===== src/rtl/i2c_reg16_slave.sv =====
// I2C/SCCB target with a 16-bit register pointer and 8-bit data.
// Transactions: S, dev+W, ptr_hi, ptr_lo, data... , P   (burst write)
//               S, dev+W, ptr_hi, ptr_lo, Sr, dev+R, data..., NACK, P
// Register port handshake: there is no back-pressure. reg_wr_en is a
// single-cycle strobe; reg_wr_addr/reg_wr_data are valid in that cycle and
// hold until the next strobe. reg_rd_addr is the live pointer, and
// reg_rd_data must reflect it by the SCL falling edge that starts a read byte.
module i2c_reg16_slave #(
  parameter logic [6:0] DEV_ADDR = 7'h30
) (
  input  logic        clk,
  input  logic        rst_n,
  input  logic        scl_in,
  input  logic        sda_in,
  output logic        sda_oe,
  output logic        reg_wr_en,
  output logic [15:0] reg_wr_addr,
  output logic [7:0]  reg_wr_data,
  output logic [15:0] reg_rd_addr,
  input  logic [7:0]  reg_rd_data,
  output logic        busy,
  output logic [3:0]  state_dbg
);

  typedef enum logic [3:0] {
    S_IDLE, S_DEV, S_DEV_ACK, S_AH, S_AH_ACK, S_AL, S_AL_ACK,
    S_WDAT, S_WDAT_ACK, S_RDAT, S_RDAT_ACK, S_IGNORE
  } state_t;

  state_t      state, state_next;
  logic        scl_s1, scl_s2, scl_d;
  logic        sda_s1, sda_s2, sda_d;
  logic [3:0]  bit_cnt, bit_cnt_next;
  logic [7:0]  shreg, shreg_next;
  logic [15:0] pointer, pointer_next;
  logic        sda_oe_next, busy_next, wr_en_next;
  logic [15:0] wr_addr_next;
  logic [7:0]  wr_data_next;
  logic        scl_rise, scl_fall, start_det, stop_det;
  logic [7:0]  byte_in;

  assign reg_rd_addr = pointer;
  assign state_dbg   = state;

  // Two-stage synchronizers plus one delay stage for edge detection; reset
  // to the idle-bus level so releasing reset never fakes an edge.
  always_ff @(posedge clk or negedge rst_n) begin
    if (!rst_n) begin
      {scl_s1, scl_s2, scl_d} <= 3'b111;
      {sda_s1, sda_s2, sda_d} <= 3'b111;
    end else begin
      {scl_s1, scl_s2, scl_d} <= {scl_in, scl_s1, scl_s2};
      {sda_s1, sda_s2, sda_d} <= {sda_in, sda_s1, sda_s2};
    end
  end

  assign scl_rise  = scl_s2 & ~scl_d;
  assign scl_fall  = ~scl_s2 & scl_d;
  // SCL must be steadily high across the SDA change so a late SCL edge is
  // never mistaken for a bus condition.
  assign start_det = scl_s2 & scl_d & sda_d & ~sda_s2;
  assign stop_det  = scl_s2 & scl_d & ~sda_d & sda_s2;
  assign byte_in   = {shreg[6:0], sda_s2};

  // State register.
  always_ff @(posedge clk or negedge rst_n) begin
    if (!rst_n) state <= S_IDLE;
    else        state <= state_next;
  end

  // Next-state and datapath decisions; bus conditions outrank SCL edges.
  always_comb begin
    state_next   = state;
    bit_cnt_next = bit_cnt;
    shreg_next   = shreg;
    pointer_next = pointer;
    sda_oe_next  = sda_oe;
    busy_next    = busy;
    wr_en_next   = 1'b0;
    wr_addr_next = reg_wr_addr;
    wr_data_next = reg_wr_data;
    if (start_det) begin
      state_next   = S_DEV;
      bit_cnt_next = 4'd0;
      sda_oe_next  = 1'b0;
    end else if (stop_det) begin
      state_next   = S_IDLE;
      bit_cnt_next = 4'd0;
      sda_oe_next  = 1'b0;
      busy_next    = 1'b0;
    end else begin
      case (state)
        S_DEV, S_AH, S_AL, S_WDAT: begin
          if (scl_rise && bit_cnt < 4'd8) begin
            shreg_next   = byte_in;
            bit_cnt_next = bit_cnt + 4'd1;
            if (bit_cnt == 4'd7) begin
              case (state)
                S_DEV: begin
                  if (byte_in[7:1] == DEV_ADDR) begin
                    busy_next = 1'b1;
                  end else begin
                    state_next = S_IGNORE;
                    busy_next  = 1'b0;
                  end
                end
                S_AH: pointer_next[15:8] = byte_in;
                S_AL: pointer_next[7:0]  = byte_in;
                default: begin
                  wr_en_next   = 1'b1;
                  wr_addr_next = pointer;
                  wr_data_next = byte_in;
                  pointer_next = pointer + 16'd1;
                end
              endcase
            end
          end else if (scl_fall && bit_cnt == 4'd8) begin
            sda_oe_next = 1'b1;
            case (state)
              S_DEV:   state_next = S_DEV_ACK;
              S_AH:    state_next = S_AH_ACK;
              S_AL:    state_next = S_AL_ACK;
              default: state_next = S_WDAT_ACK;
            endcase
          end
        end
        S_DEV_ACK: begin
          if (scl_fall) begin
            bit_cnt_next = 4'd0;
            if (shreg[0]) begin
              state_next  = S_RDAT;
              shreg_next  = reg_rd_data;
              sda_oe_next = ~reg_rd_data[7];
            end else begin
              state_next  = S_AH;
              sda_oe_next = 1'b0;
            end
          end
        end
        S_AH_ACK, S_AL_ACK, S_WDAT_ACK: begin
          if (scl_fall) begin
            bit_cnt_next = 4'd0;
            sda_oe_next  = 1'b0;
            case (state)
              S_AH_ACK: state_next = S_AL;
              default:  state_next = S_WDAT;
            endcase
          end
        end
        S_RDAT: begin
          if (scl_rise && bit_cnt < 4'd8) begin
            bit_cnt_next = bit_cnt + 4'd1;
          end else if (scl_fall && bit_cnt == 4'd8) begin
            sda_oe_next = 1'b0;
            state_next  = S_RDAT_ACK;
          end else if (scl_fall && bit_cnt != 4'd0) begin
            shreg_next  = {shreg[6:0], 1'b0};
            sda_oe_next = ~shreg[6];
          end
        end
        S_RDAT_ACK: begin
          if (scl_rise) begin
            pointer_next = pointer + 16'd1;
            if (sda_s2) state_next = S_IGNORE;
          end else if (scl_fall) begin
            state_next   = S_RDAT;
            bit_cnt_next = 4'd0;
            shreg_next   = reg_rd_data;
            sda_oe_next  = ~reg_rd_data[7];
          end
        end
        default: ;
      endcase
    end
  end

  // Datapath and output registers; reset releases SDA immediately.
  always_ff @(posedge clk or negedge rst_n) begin
    if (!rst_n) begin
      bit_cnt     <= 4'd0;
      shreg       <= 8'd0;
      pointer     <= 16'd0;
      sda_oe      <= 1'b0;
      busy        <= 1'b0;
      reg_wr_en   <= 1'b0;
      reg_wr_addr <= 16'd0;
      reg_wr_data <= 8'd0;
    end else begin
      bit_cnt     <= bit_cnt_next;
      shreg       <= shreg_next;
      pointer     <= pointer_next;
      sda_oe      <= sda_oe_next;
      busy        <= busy_next;
      reg_wr_en   <= wr_en_next;
      reg_wr_addr <= wr_addr_next;
      reg_wr_data <= wr_data_next;
    end
  end

endmodule


===== config.mk =====
export PLATFORM = sky130hd
export DESIGN_NAME = i2c_reg16_slave
export DESIGN_NICKNAME = d
export VERILOG_FILES = /design/src/rtl/i2c_reg16_slave.sv
export SDC_FILE = /design/constraint.sdc
export NUM_CORES = 1
export LEC_CHECK = 0
export BUFFER_PORTS_ARGS = -buffer_cell sky130_fd_sc_hd__buf_2
export CORE_MARGIN = 10
export CORE_UTILIZATION = 50
export CTS_BUF_LIST = sky130_fd_sc_hd__clkbuf_4 sky130_fd_sc_hd__clkbuf_8 sky130_fd_sc_hd__clkbuf_16
export CTS_CLUSTER_SIZE = 30
export DETAILED_ROUTE_END_ITERATION = 10
export PLACE_DENSITY = 0.72
export SYNTH_ARGS = -nofsm -noshare
export SYNTH_HDL_FRONTEND = slang
export SYNTH_SLANG_ARGS = --single-unit

===== constraint.sdc =====
create_clock -name clk -period 3.5 [get_ports clk]
set_clock_uncertainty 0.2 [all_clocks]
set_input_delay 0.35 -clock clk [delete_from_list [all_inputs] [get_ports clk]]
set_output_delay 0.35 -clock clk [all_outputs]
set_load 0.03 [all_outputs]

Yosys cells after proc, flatten, opt, wreduce, memory -nomap -nowiden
Cells that the tools add are included.
W data, S select, Z words.
{"block": "word_totals", "register_bits": 64, "in_bits": 12, "out_inout_bits": 47, "word_cells": 169}
{"block": "op_classes", "n_addsub": 2, "order_cmp": 1, "eq_ne": 41, "muxes": 64, "n_bitwise": 16, "reduce_logical": 28}
{"cell": "$mux W4", "count": 20}
{"cell": "$mux W7", "count": 8}
{"cell": "$mux W16", "count": 3}
{"cell": "$ne A5 B5 Y1 const B", "count": 7}
{"cell": "$ne A4 B4 Y1 const B", "count": 8}
{"cell": "$pmux W16 S2", "count": 1}
{"cell": "$pmux W8 S2", "count": 2}
{"cell": "$pmux W7 S4", "count": 1}
{"cell": "$mux W1", "count": 24}
{"cell": "$ne A2 B2 Y1 const B", "count": 12}
{"cell": "$pmux W4 S3", "count": 2}
{"cell": "$reduce_and A11 Y1", "count": 2}
{"cell": "$eq A4 B3 Y1 const B", "count": 5}
{"cell": "$pmux W4 S5", "count": 1}
{"cell": "$add A16 B1 Y16 const B", "count": 1}
{"cell": "$eq A4 B4 Y1 const B", "count": 4}
{"cell": "$reduce_and A7 Y1", "count": 2}
{"cell": "$reduce_and A10 Y1", "count": 1}
{"cell": "$reduce_bool A2 Y1", "count": 5}
{"cell": "$not A1 Y1", "count": 9}
{"cell": "$reduce_and A9 Y1", "count": 1}
{"cell": "$eq A4 B2 Y1 const B", "count": 2}
{"cell": "$reduce_bool A4 Y1", "count": 2}
{"cell": "$reduce_or A4 Y1", "count": 2}
{"cell": "other kinds (17)", "count": 27}

Longest topological paths before layout
Gate-level depths: netlist of run 1.
{"block": "logic_depth", "ltp_word": 9, "mapped_depth": 11, "mapped_depth_nobuf": 8}

Worst setup path after synthesis of run 1
Ideal clock, no wire load.
{"block": "synth_timing", "kind": "flip-flop to flip-flop", "start": "register state[2] (netlist: state_dbg[2])", "end": "register state[3] (netlist: state_dbg[3])", "setup_ps": 125, "t_arrival_ps": 2168, "required_time_ps": 3175, "slack_ps": 1007, "path_stages_with_launch": 8, "n_path_buf": 1, "synth_period_minus_slack_ps": 2493, "cell_sequence": "dfrtp_1 -> buf_6 -> or2_4 -> nor4_4 -> a211oi_1 -> or3_4 -> a21oi_4 -> mux2_4"}
{"block": "synth_between", "elab_chain_len": 7}
{"item": "start: declaration", "line_no": "30", "source": "state_t state, state_next;"}
{"item": "start signal: assignment", "line_no": "68", "source": "else state <= state_next;"}
{"item": "$eq A4 B3 Y1 (tied with other cells)", "line_no": "92, 119"}
{"item": "$pmux W4 S3", "line_no": "119", "source": "case (state)"}
{"item": "$mux W4", "line_no": "117", "source": "end else if (scl_fall && bit_cnt == 4'd8) begin"}
{"item": "$mux W4", "line_no": "94", "source": "if (scl_rise && bit_cnt < 4'd8) begin"}
{"item": "$pmux W4 S5", "line_no": "92", "source": "case (state)"}
{"item": "$mux W4", "line_no": "86", "source": "end else if (stop_det) begin"}
{"item": "$mux W4", "line_no": "82", "source": "if (start_det) begin"}
Several ways; a longest one is shown, not always the timed one. The select of a mux whose other input is x is not followed.
A chain may end at the register's enable or synchronous reset.

Worst setup path in the final report of run 1
{"block": "layout_timing", "start": "register scl_s2", "end": "register state[3] (netlist: state_dbg[3])"}
{"block": "layout_between", "elab_chain_len": 6}
{"item": "start: declaration", "line_no": "31", "source": "logic scl_s1, scl_s2, scl_d;"}
{"item": "start signal: assignment", "line_no": "52", "source": "{scl_s1, scl_s2, scl_d} <= {scl_in, scl_s1, scl_s2};"}
{"item": "parallel branches: the longest is 6 deep, another holds $reduce_and A11 Y1"}
Parallel ways; which one is timed is not known.

==> impl_metrics.env, run 1 <==
export IMPL_rows=30
export IMPL_startpoint_type="flop"
export IMPL_nNetsFinal=487
export IMPL_postSynth_asyncResetShare=1.000
export IMPL_synth_edf_count=0
export IMPL_synthCells=416
export IMPL_wl_per_cell_um=16.32
export IMPL_cts_sinks=64
export IMPL_fmax_mhz=331.7
export IMPL_antenna_found_initial=0
export IMPL_gr_total_overflow=0
export IMPL_yosysMostFrequentCell="nand2_1"
export IMPL_worst_slew_pin_slew_ns=0.7761
export IMPL_setup_viol=0
export IMPL_peakVddDrop_mv=0.3690
export IMPL_cts_buffers=9
export IMPL_wirelength_mm=9.301
export IMPL_final_max_slew_violation_count=0
export IMPL_end_kind="flop"
export IMPL_max_slew_margin=0.4815
export IMPL_path_clk_slew_ns=0.08
export IMPL_grt_pass1_wl_mm=15.64
export IMPL_drcViolationCount=0
export IMPL_drive_gt1_frac=0.2321
export IMPL_rsz0062_at_grt="false"
export IMPL_critPathKind="flop to flop"
export IMPL_area_delta_synth_final_pct=15.36
export IMPL_cts_max_path_buffers=2
export IMPL_yosysSeqAreaShare=0.4479
export IMPL_leakagePower_nw=2.113
export IMPL_cts_htree_levels=3
export IMPL_whs_ns=0.1450
export IMPL_synth_area_top_cells="dfrtp_1 (40%), nand2_1 (12%), a21oi_1 (4.5%)"
export IMPL_die_w_um=104.8
export IMPL_powerDensity_nw_per_um2=778.2
export IMPL_syn_num_nets=434
export IMPL_insertion_delay_ns=0.34
export IMPL_critPathMaxFanout=12
export IMPL_ys_warn_count=0
export IMPL_num_antenna_cells=0
export IMPL_gp_congestion=0.9138
export IMPL_cap_violations=0
export IMPL_dp_hpwl_mm=6.842
export IMPL_coreArea_um2=6907
export IMPL_dr_pass1_iters=5
export IMPL_crit_arrival_ns=3.05
export IMPL_num_vias=3197
export IMPL_initial_core_util=0.5201
export IMPL_synth_cell_types=56
export IMPL_first_iter_violations=231
export IMPL_hold_path_class="primary input to flop"
export IMPL_yosysTopAreaCell="dfrtp_1"
export IMPL_root_buffer="clkbuf_8"
export IMPL_netlist_area_um2=3592
export IMPL_setup_tns_ns=0
export IMPL_die_h_um=104.8
export IMPL_cp_required_ns=3.53
export IMPL_vias_per_cell=5.609
export IMPL_ctsResizeCount=0
export IMPL_status="finished, final reports clean"
export IMPL_ys_ff_latch=64
export IMPL_period_share=0.8615
export IMPL_antenna_left=0
export IMPL_finalHoldViolations=0
export IMPL_ys_top_cells_by_count="nand2_1 (117), dfrtp_1 (58), a21oi_1 (32), o21ai_0 (24)"
export IMPL_grtUsageTotal=0.1696
export IMPL_ios=59
export IMPL_tritoncts="yes"
export IMPL_synth_top_area_frac=0.4040
export IMPL_synth_top_flop_cell="dfrtp_1"
export IMPL_synth_avg_cell_area_um2=8.635
export IMPL_grt_max_degree=42
export IMPL_port_buffers=58
export IMPL_post_route_min_period_ns=3.015
export IMPL_design_die_area_um2=10970
export IMPL_grt_pass1_vias=3027
-- metal layers --
| metal | part of all wire | up-vias | global-route usage |
|---|---|---|---|
| li1 | - | 1570 | - |
| met1 | 0.45 | 1511 | 0.2259 |
| met2 | 0.47 | 105 | 0.2647 |
| met3 | 0.070 | 11 | 0.04914 |
| met4 | 0.011 | 0 | 0.04020 |
| met5 | 0 | - | 0 |
-- path summary, 6_finish.rpt --
kind                                        end  cells after the start           start  slack (ns)
worst min register to register           sda_s2                      0          sda_s1        0.16
worst max-delay path               state_dbg[3]                      7          scl_s2        0.48
worst max register to register     state_dbg[3]                      7          scl_s2        0.48
worst min-delay path                   shreg[0]                      3  reg_rd_data[0]        0.14
max in group asynchronous       reg_rd_addr[10]                      3           rst_n        1.85
min in group asynchronous              shreg[0]                      2           rst_n        0.33
-- cell usage in the layout (no fill, tap or decap), types with 7 or more instances in the layout --
cell      count
nand4_1       7
o22ai_1      11
a21oi_1      32
nor2_1       12
buf_2        58
inv_1        15
buf_4         8
nand3_1      16
o21ai_0      24
nand2_1     117
dfrtp_1      58
clkbuf_8     11
-- cell type report --
cell class | count | area (um^2)
Fill cell | 662 | 2763
Multi-Input combinational cell | 310 | 1794
Sequential cell | 64 | 1609
Timing Repair Buffer | 69 | 380.4
Clock buffer | 13 | 166.4
Tap cell | 96 | 120.1
Inverter | 15 | 56.30
Clock inverter | 3 | 17.52
-- sequential cells by signal, indices dropped and copies added (netlist names), 4 cells and up --
| name | cells |
|---|---|
| reg_rd_addr | 16 |
| reg_wr_addr | 16 |
| reg_wr_data | 8 |
| shreg | 7 |
| bit_cnt | 4 |
| state_dbg | 4 |
-- per-stage QoR --
step / total power [W] / std cells / instance area [um^2] / setup WS, ns / util
after floorplan: 0.002246 / 416 / 3592 / 1.007 / -
after global placement: 0.002605 / 551 / 3930 / 0.5594 / 0.5690
after detailed placement: 0.002628 / 551 / 3930 / 0.5203 / 0.5690
after CTS: 0.003228 / 570 / 4144 / 0.5155 / 0.6000
after global routing: 0.003429 / 570 / 4144 / 0.2865 / 0.6000
final: 0.003225 / 570 / 4144 / 0.4849 / 0.6000
-- where the power goes --
group	internal [W]	switching (W)
Combinational	0.000595	0.000855
Clock	0.000310	0.000286
Sequential	0.000896	0.000283
Total	0.00180	0.00142
-- worst max-delay path, stage by stage (launching register included) --
cell and delay, ns:
dfstp_2 0.56, ha_1 0.25, nor2b_1 0.66, o22a_1 0.22, o32ai_1 0.07, or3_4 0.40, a21oi_4 0.24, mux2_4 0.32
-- timing repair --
item | CTS | global route
hold endpoints to repair | 19 | 0
setup endpoints to repair | 0 | 0
buffers inserted | 0 | 0
hold buffers | 3 | 0
-- logic make-up after synthesis --
group | after synthesis | synth area share
buffers and inverters | 42 | 0.05259
flip-flops | 64 | 0.4479
AO/OA/AOI/OAI | 102 | 0.1818
multiplexers | 11 | 0.03901
adder cells (fa/ha/maj) | 6 | 0.02090
XOR/XNOR | 1 | 0.002439
AND/OR/NAND/NOR | 190 | 0.2553
No activity file was read; power rests on OpenSTA's default activity.
==> inputs of run 2 (changes only) <==
Settings changed: BUFFER_PORTS_ARGS -buffer_cell sky130_fd_sc_hd__buf_2 to not set, DONT_BUFFER_PORTS set to 1, PLACE_DENSITY 0.72 to not set.
==> run 2 against run 1 <==
Compared with the run above: flip-flop and latch count is the same; critical path type unchanged; non-clock buffer count shrank 56; hold slack lost 0.098 ns; largest power group is now sequential cells; global-route usage shrank 0.57 points; largest cell class unchanged.
==> impl_metrics.env, run 2 (same netlist as run 1, synthesis figures left out) <==
export IMPL_dp_hpwl_mm=6.669
export IMPL_cts_buffers=9
export IMPL_pwr_share_comb=0.358
export IMPL_vias_per_cell=5.702
export IMPL_end_kind="flop"
export IMPL_die_h_um=104.8
export IMPL_crit_chain="inv_1, ha_1, nor2b_1, buf_4, o211ai_1, o211ai_1, or3_4, a21oi_4, mux2_4"
export IMPL_final_seq_area_um2=1609
export IMPL_cap_violations=0
export IMPL_setup_viol=0
export IMPL_met1_usage=0.2321
export IMPL_rsz0062_at_grt="false"
export IMPL_sequentialPowerShare=0.434
export IMPL_drcViolationCount=0
export IMPL_final_cell_mix="nand2_1 (117), dfrtp_1 (58), a21oi_1 (32)"
export IMPL_wl_per_cell_um=17.99
export IMPL_grtUsageTotal=0.1639
export IMPL_worst_slew_pin_slew_ns=0.8490
export IMPL_initial_core_util=0.5201
export IMPL_cts_htree_levels=3
export IMPL_whs_ns=0.04653
export IMPL_use_met2=0.2322
export IMPL_setup_tns_ns=0
export IMPL_root_buffer="clkbuf_8"
export IMPL_period_share=0.8155
export IMPL_first_iter_violations=258
export IMPL_multiInputGateArea_um2=1794
export IMPL_clkPwrFrac=0.208
export IMPL_final_max_slew_violation_count=0
export IMPL_antenna_found_initial=0
export IMPL_fmax_mhz=350.4
export IMPL_nNetsFinal=431
export IMPL_insertion_delay_ns=0.34
export IMPL_cts_sinks=64
export IMPL_gp_congestion=0.9554
export IMPL_ios=59
export IMPL_tritoncts="yes"
export IMPL_critPathMaxFanout=7
export IMPL_cp_required_ns=3.53
export IMPL_fillers=634
export IMPL_postCtsSetupBuffers=0
export IMPL_path_clk_slew_ns=0.07
export IMPL_critPathKind="flop to flop"
export IMPL_leakagePower_nw=1.848
export IMPL_design_die_area_um2=10970
export IMPL_grt_pass1_wl_mm=14.86
export IMPL_drive_gt1_frac=0.1292
export IMPL_post_route_min_period_ns=2.854
export IMPL_hold_path_class="primary input to flop"
export IMPL_grt_max_degree=65
export IMPL_dr_pass1_iters=4
export IMPL_p_int_w=0.001799
export IMPL_max_slew_margin=0.4340
export IMPL_antenna_left=0
export IMPL_rows=30
export IMPL_startpoint_type="flop"
export IMPL_final_common_cell="nand2_1"
export IMPL_cpMostUsedCell="o211ai_1"
export IMPL_grt_most_used_layer="met2"
export IMPL_area_delta_synth_final_pct=8.986
export IMPL_die_w_um=104.8
export IMPL_cts_max_path_buffers=2
export IMPL_num_vias=2931
export IMPL_num_antenna_cells=0
export IMPL_switching_share=0.4408
export IMPL_port_buffers=0
export IMPL_finalHoldViolations=0
export IMPL_peakVddDrop_mv=0.4074
export IMPL_gr_total_overflow=0
export IMPL_grt_pass1_vias=2702
export IMPL_status="finished, final reports clean"
export IMPL_ctsResizeCount=0
export IMPL_wirelength_mm=9.246
export IMPL_crit_arrival_ns=2.88
export IMPL_cp_slowest_cell="dfstp_2"
export IMPL_powerDensity_nw_per_um2=821.8
export IMPL_switching_power_w=0.001418
export IMPL_max_stage_delay_ns=0.55
export IMPL_met3_usage=0.04300
export IMPL_coreArea_um2=6907
==> run 2: cell types whose count changed in the layout (fill, tap and decap cells not counted), sizes merged <==
cell,change
buf,-56
bufinv,+1
clkbuf,-1
clkinv,-1
inv,+1
==> run 2: what timing repair did <==
action | CTS | global route
endpoints found under the hold margin | 66 | 0
hold buffers | 4 | 0
endpoints found under the setup margin | 0 | 0
==> run 2: area by class of cell <==
cell class / count / area share
clock buffer: 12 / 0.04059
clock inverter: 4 / 0.01310
multi-input combinational: 310 / 0.4583
inverter: 15 / 0.01438
timing repair buffer: 13 / 0.03196
sequential: 64 / 0.4110
tap: 96 / 0.03068
==> run 2: final timing paths <==
| path | startpoint | to | slack, ns | depth (start not counted) |
|---|---|---|---|---|
| min | reg_rd_data[1] | shreg[1] | 0.05 | 2 |
| max | scl_d | state_dbg[3] | 0.65 | 9 |
| max in group asynchronous | rst_n | scl_s2 | 2.43 | 2 |
| min reg2reg | scl_s1 | scl_s2 | 0.16 | 0 |
| min in group asynchronous | rst_n | state_dbg[3] | 0.33 | 2 |
| max reg2reg | scl_d | state_dbg[3] | 0.65 | 9 |
==> run 2: worst max-delay path: cells and delay by family, from the launching register on <==
| kind | cells | cell delay [ns] |
|---|---|---|
| compound gates | 3 | 0.55 |
| mux | 1 | 0.32 |
| buf+inv | 2 | 0.23 |
| fa+ha+maj | 1 | 0.24 |
| simple gates | 2 | 0.65 |
| flops | 1 | 0.55 |
==> run 2: power groups by stage <==
stage,registers [W],logic [W],clock network (W)
global route,0.00143,0.00127,0.000714
floorplan,0.00124,0.00101,0
detailed placement,0.00141,0.00112,0
global placement,0.00141,0.00112,0
finish,0.00140,0.00115,0.000670
CTS,0.00139,0.00115,0.000684
==> run 2: metrics by stage <==
| step | worst slack (ns) | utilization | area, um^2 | total power, W | cells |
|---|---|---|---|---|---|
| floorplan | 1.007 | - | 3592 | 0.002246 | 416 |
| global placement | 0.7136 | 0.5281 | 3647 | 0.002524 | 494 |
| detailed placement | 0.6816 | 0.5281 | 3647 | 0.002530 | 494 |
| CTS | 0.6714 | 0.5668 | 3915 | 0.003226 | 514 |
| global route | 0.5559 | 0.5668 | 3915 | 0.003415 | 514 |
| finish | 0.6458 | 0.5668 | 3915 | 0.003217 | 514 |
==> run 2: metal layers <==
metal  vias to the layer above  routed length (um)
met2                        80                3931
met3                        14                 555
li1                       1442                   -
met4                         0                 152
met5                         -                   0
met1                      1395                4606
==> inputs of run 3 (changes only) <==
Clock period 3.5 ns to 2.7 ns, I/O delays scaled along.
==> run 3 against run 2 <==
Compared with the run above: worst setup slack worse by 0.51 ns; flip-flop and latch count stayed put; maximum frequency is 11% higher; via count is 3.4% higher; combinational power is 52% higher; non-clock buffer count is 20 higher; critical endpoint unchanged.
==> impl_metrics.env, run 3 (same netlist as run 1, synthesis figures left out) <==
export IMPL_critPathMaxFanout=12
export IMPL_postCtsSetupBuffers=0
export IMPL_cts_htree_levels=3
export IMPL_cts_max_path_buffers=2
export IMPL_ctsResizeCount=0
export IMPL_max_slew_margin=0.6475
export IMPL_grt_pass1_vias=2926
export IMPL_startpoint_type="flop"
export IMPL_rsz0062_at_grt="false"
export IMPL_wirelength_mm=9.674
export IMPL_cts_sinks=64
export IMPL_switching_power_w=0.001882
export IMPL_rows=30
export IMPL_cpMostUsedCell="o211ai_1"
export IMPL_drive_gt1_frac=0.1644
export IMPL_postLayoutSetupSlackWorst_ns=0.1328
export IMPL_cts_buffers=9
export IMPL_cap_violations=0
export IMPL_stdcell_area_um2=4070
export IMPL_switching_share=0.4345
export IMPL_place_area_um2=3782
export IMPL_area_delta_synth_final_pct=13.31
export IMPL_pwr_share_comb=0.405
export IMPL_status="finished, final reports clean"
export IMPL_p_int_w=0.002449
export IMPL_cp_required_ns=2.73
export IMPL_die_h_um=104.8
export IMPL_path_clk_slew_ns=0.07
export IMPL_port_buffers=0
export IMPL_max_stage_delay_ns=0.54
export IMPL_period_share=0.9508
export IMPL_layout_cells_non_filler=534
export IMPL_root_buffer="clkbuf_8"
export IMPL_wl_per_cell_um=18.12
export IMPL_nNetsFinal=451
export IMPL_tritoncts="yes"
export IMPL_grt_max_degree=65
export IMPL_final_util=0.5893
export IMPL_gr_total_overflow=0
export IMPL_num_vias=3032
export IMPL_fillers=665
export IMPL_grtUsageTotal=0.1727
export IMPL_antenna_left=0
export IMPL_final_cell_mix="nand2_1 (117), dfrtp_1 (58), a21oi_1 (32)"
export IMPL_insertion_delay_ns=0.34
export IMPL_finalHoldViolations=0
export IMPL_antenna_found_initial=0
export IMPL_clkPwrFrac=0.202
export IMPL_design_die_area_um2=10970
export IMPL_gp_congestion=0.9045
export IMPL_place_inst=512
export IMPL_setup_tns_ns=0
export IMPL_final_common_cell="nand2_1"
export IMPL_initial_core_util=0.5201
export IMPL_dp_hpwl_mm=6.992
export IMPL_critPathKind="flop to flop"
export IMPL_final_max_slew_violation_count=0
export IMPL_ios=59
export IMPL_worst_slew_pin_slew_ns=0.5288
export IMPL_preCtsSetupSlack_ns=0.1195
export IMPL_crit_arrival_ns=2.60
export IMPL_dr_pass1_iters=5
export IMPL_setup_viol=0
export IMPL_peakVddDrop_mv=0.4901
export IMPL_die_w_um=104.8
export IMPL_cp_slowest_cell="dfstp_2"
export IMPL_fmax_mhz=389.5
export IMPL_vias_per_cell=5.678
export IMPL_crit_chain="inv_1, ha_1, nor2b_1, buf_4, o211ai_1, o211ai_1, or3_4, a21oi_4, mux2_4"
export IMPL_sequentialPowerShare=0.393
export IMPL_first_iter_violations=216
export IMPL_post_route_min_period_ns=2.567
export IMPL_drcViolationCount=0
export IMPL_end_kind="flop"
export IMPL_hold_path_class="primary input to flop"
export IMPL_num_antenna_cells=0
export IMPL_powerDensity_nw_per_um2=1064
export IMPL_leakagePower_nw=1.945
export IMPL_grt_pass1_wl_mm=15.57
export IMPL_coreArea_um2=6907
[run 3: changes by cell type in the layout (fill, tap and decap cells not counted)]
| cell | delta |
|---|---|
| buf_4 | +18 |
| dlygate4sd3_1 | +2 |
[run 3: worst paths after layout]
| check | startpoint | end | slack, ns | cells after the start |
|---|---|---|---|---|
| max | scl_d | state_dbg[3] | 0.13 | 9 |
| min | reg_rd_data[4] | shreg[4] | 0.009 | 3 |
| max reg2reg | scl_d | state_dbg[3] | 0.13 | 9 |
| min reg2reg | sda_s1 | sda_s2 | 0.15 | 0 |
| max in group asynchronous | rst_n | scl_d | 1.71 | 2 |
| min in group asynchronous | rst_n | shreg[4] | 0.28 | 2 |
[run 3: layout make-up]
cell class / instances / area (um^2) / share of cell area
flip-flops and latches: 64 / 1609 / 0.3953
repair buffers: 33 / 280.3 / 0.06886
well taps: 96 / 120.1 / 0.02951
inverters: 15 / 56.30 / 0.01383
clock inverters: 4 / 51.30 / 0.01260
multi-input cells: 310 / 1794 / 0.4408
clock buffers: 12 / 158.9 / 0.03904
[run 3: timing repair]
action,4_1_cts,5_1_grt
endpoints found under the setup margin,0,1
hold buffers,6,0
hold endpoints to repair,68,0
[run 3: through the flow]
step           power [W]  hold WS [ns]
2_1_floorplan   0.002912       -0.2256
3_3_place_gp    0.003415       -0.2237
3_5_place_dp    0.003440       -0.2234
4_1_cts         0.004337     0.0006294
5_1_grt         0.004598       0.01015
6_report        0.004331      0.008570
[run 3: power groups by stage]
| stage | clock, W | sequential [W] | combinational (W) |
|---|---|---|---|
| floorplan | 0 | 0.00161 | 0.00130 |
| global route | 0.000935 | 0.00174 | 0.00192 |
| finish | 0.000874 | 0.00170 | 0.00175 |
| CTS | 0.000883 | 0.00170 | 0.00175 |
| global placement | 0 | 0.00171 | 0.00170 |
| detailed placement | 0 | 0.00172 | 0.00172 |
[run 3: per-layer routing]
metal / GRT usage / vias up / wire [um]
met3: 0.05160 / 10 / 688
met5: 0 / - / 0
li1: - / 1482 / -
met1: 0.2364 / 1440 / 4569
met2: 0.2580 / 100 / 4317
met4: 0.04804 / 0 / 98
[run 3: worst max-delay path, delay by kind of cell (launching register included)]
kind	cells	cell delay (ns)
compound gates	3	0.46
fa+ha+maj	1	0.18
buf+inv	2	0.23
flops	1	0.54
mux	1	0.31
simple gates	2	0.54
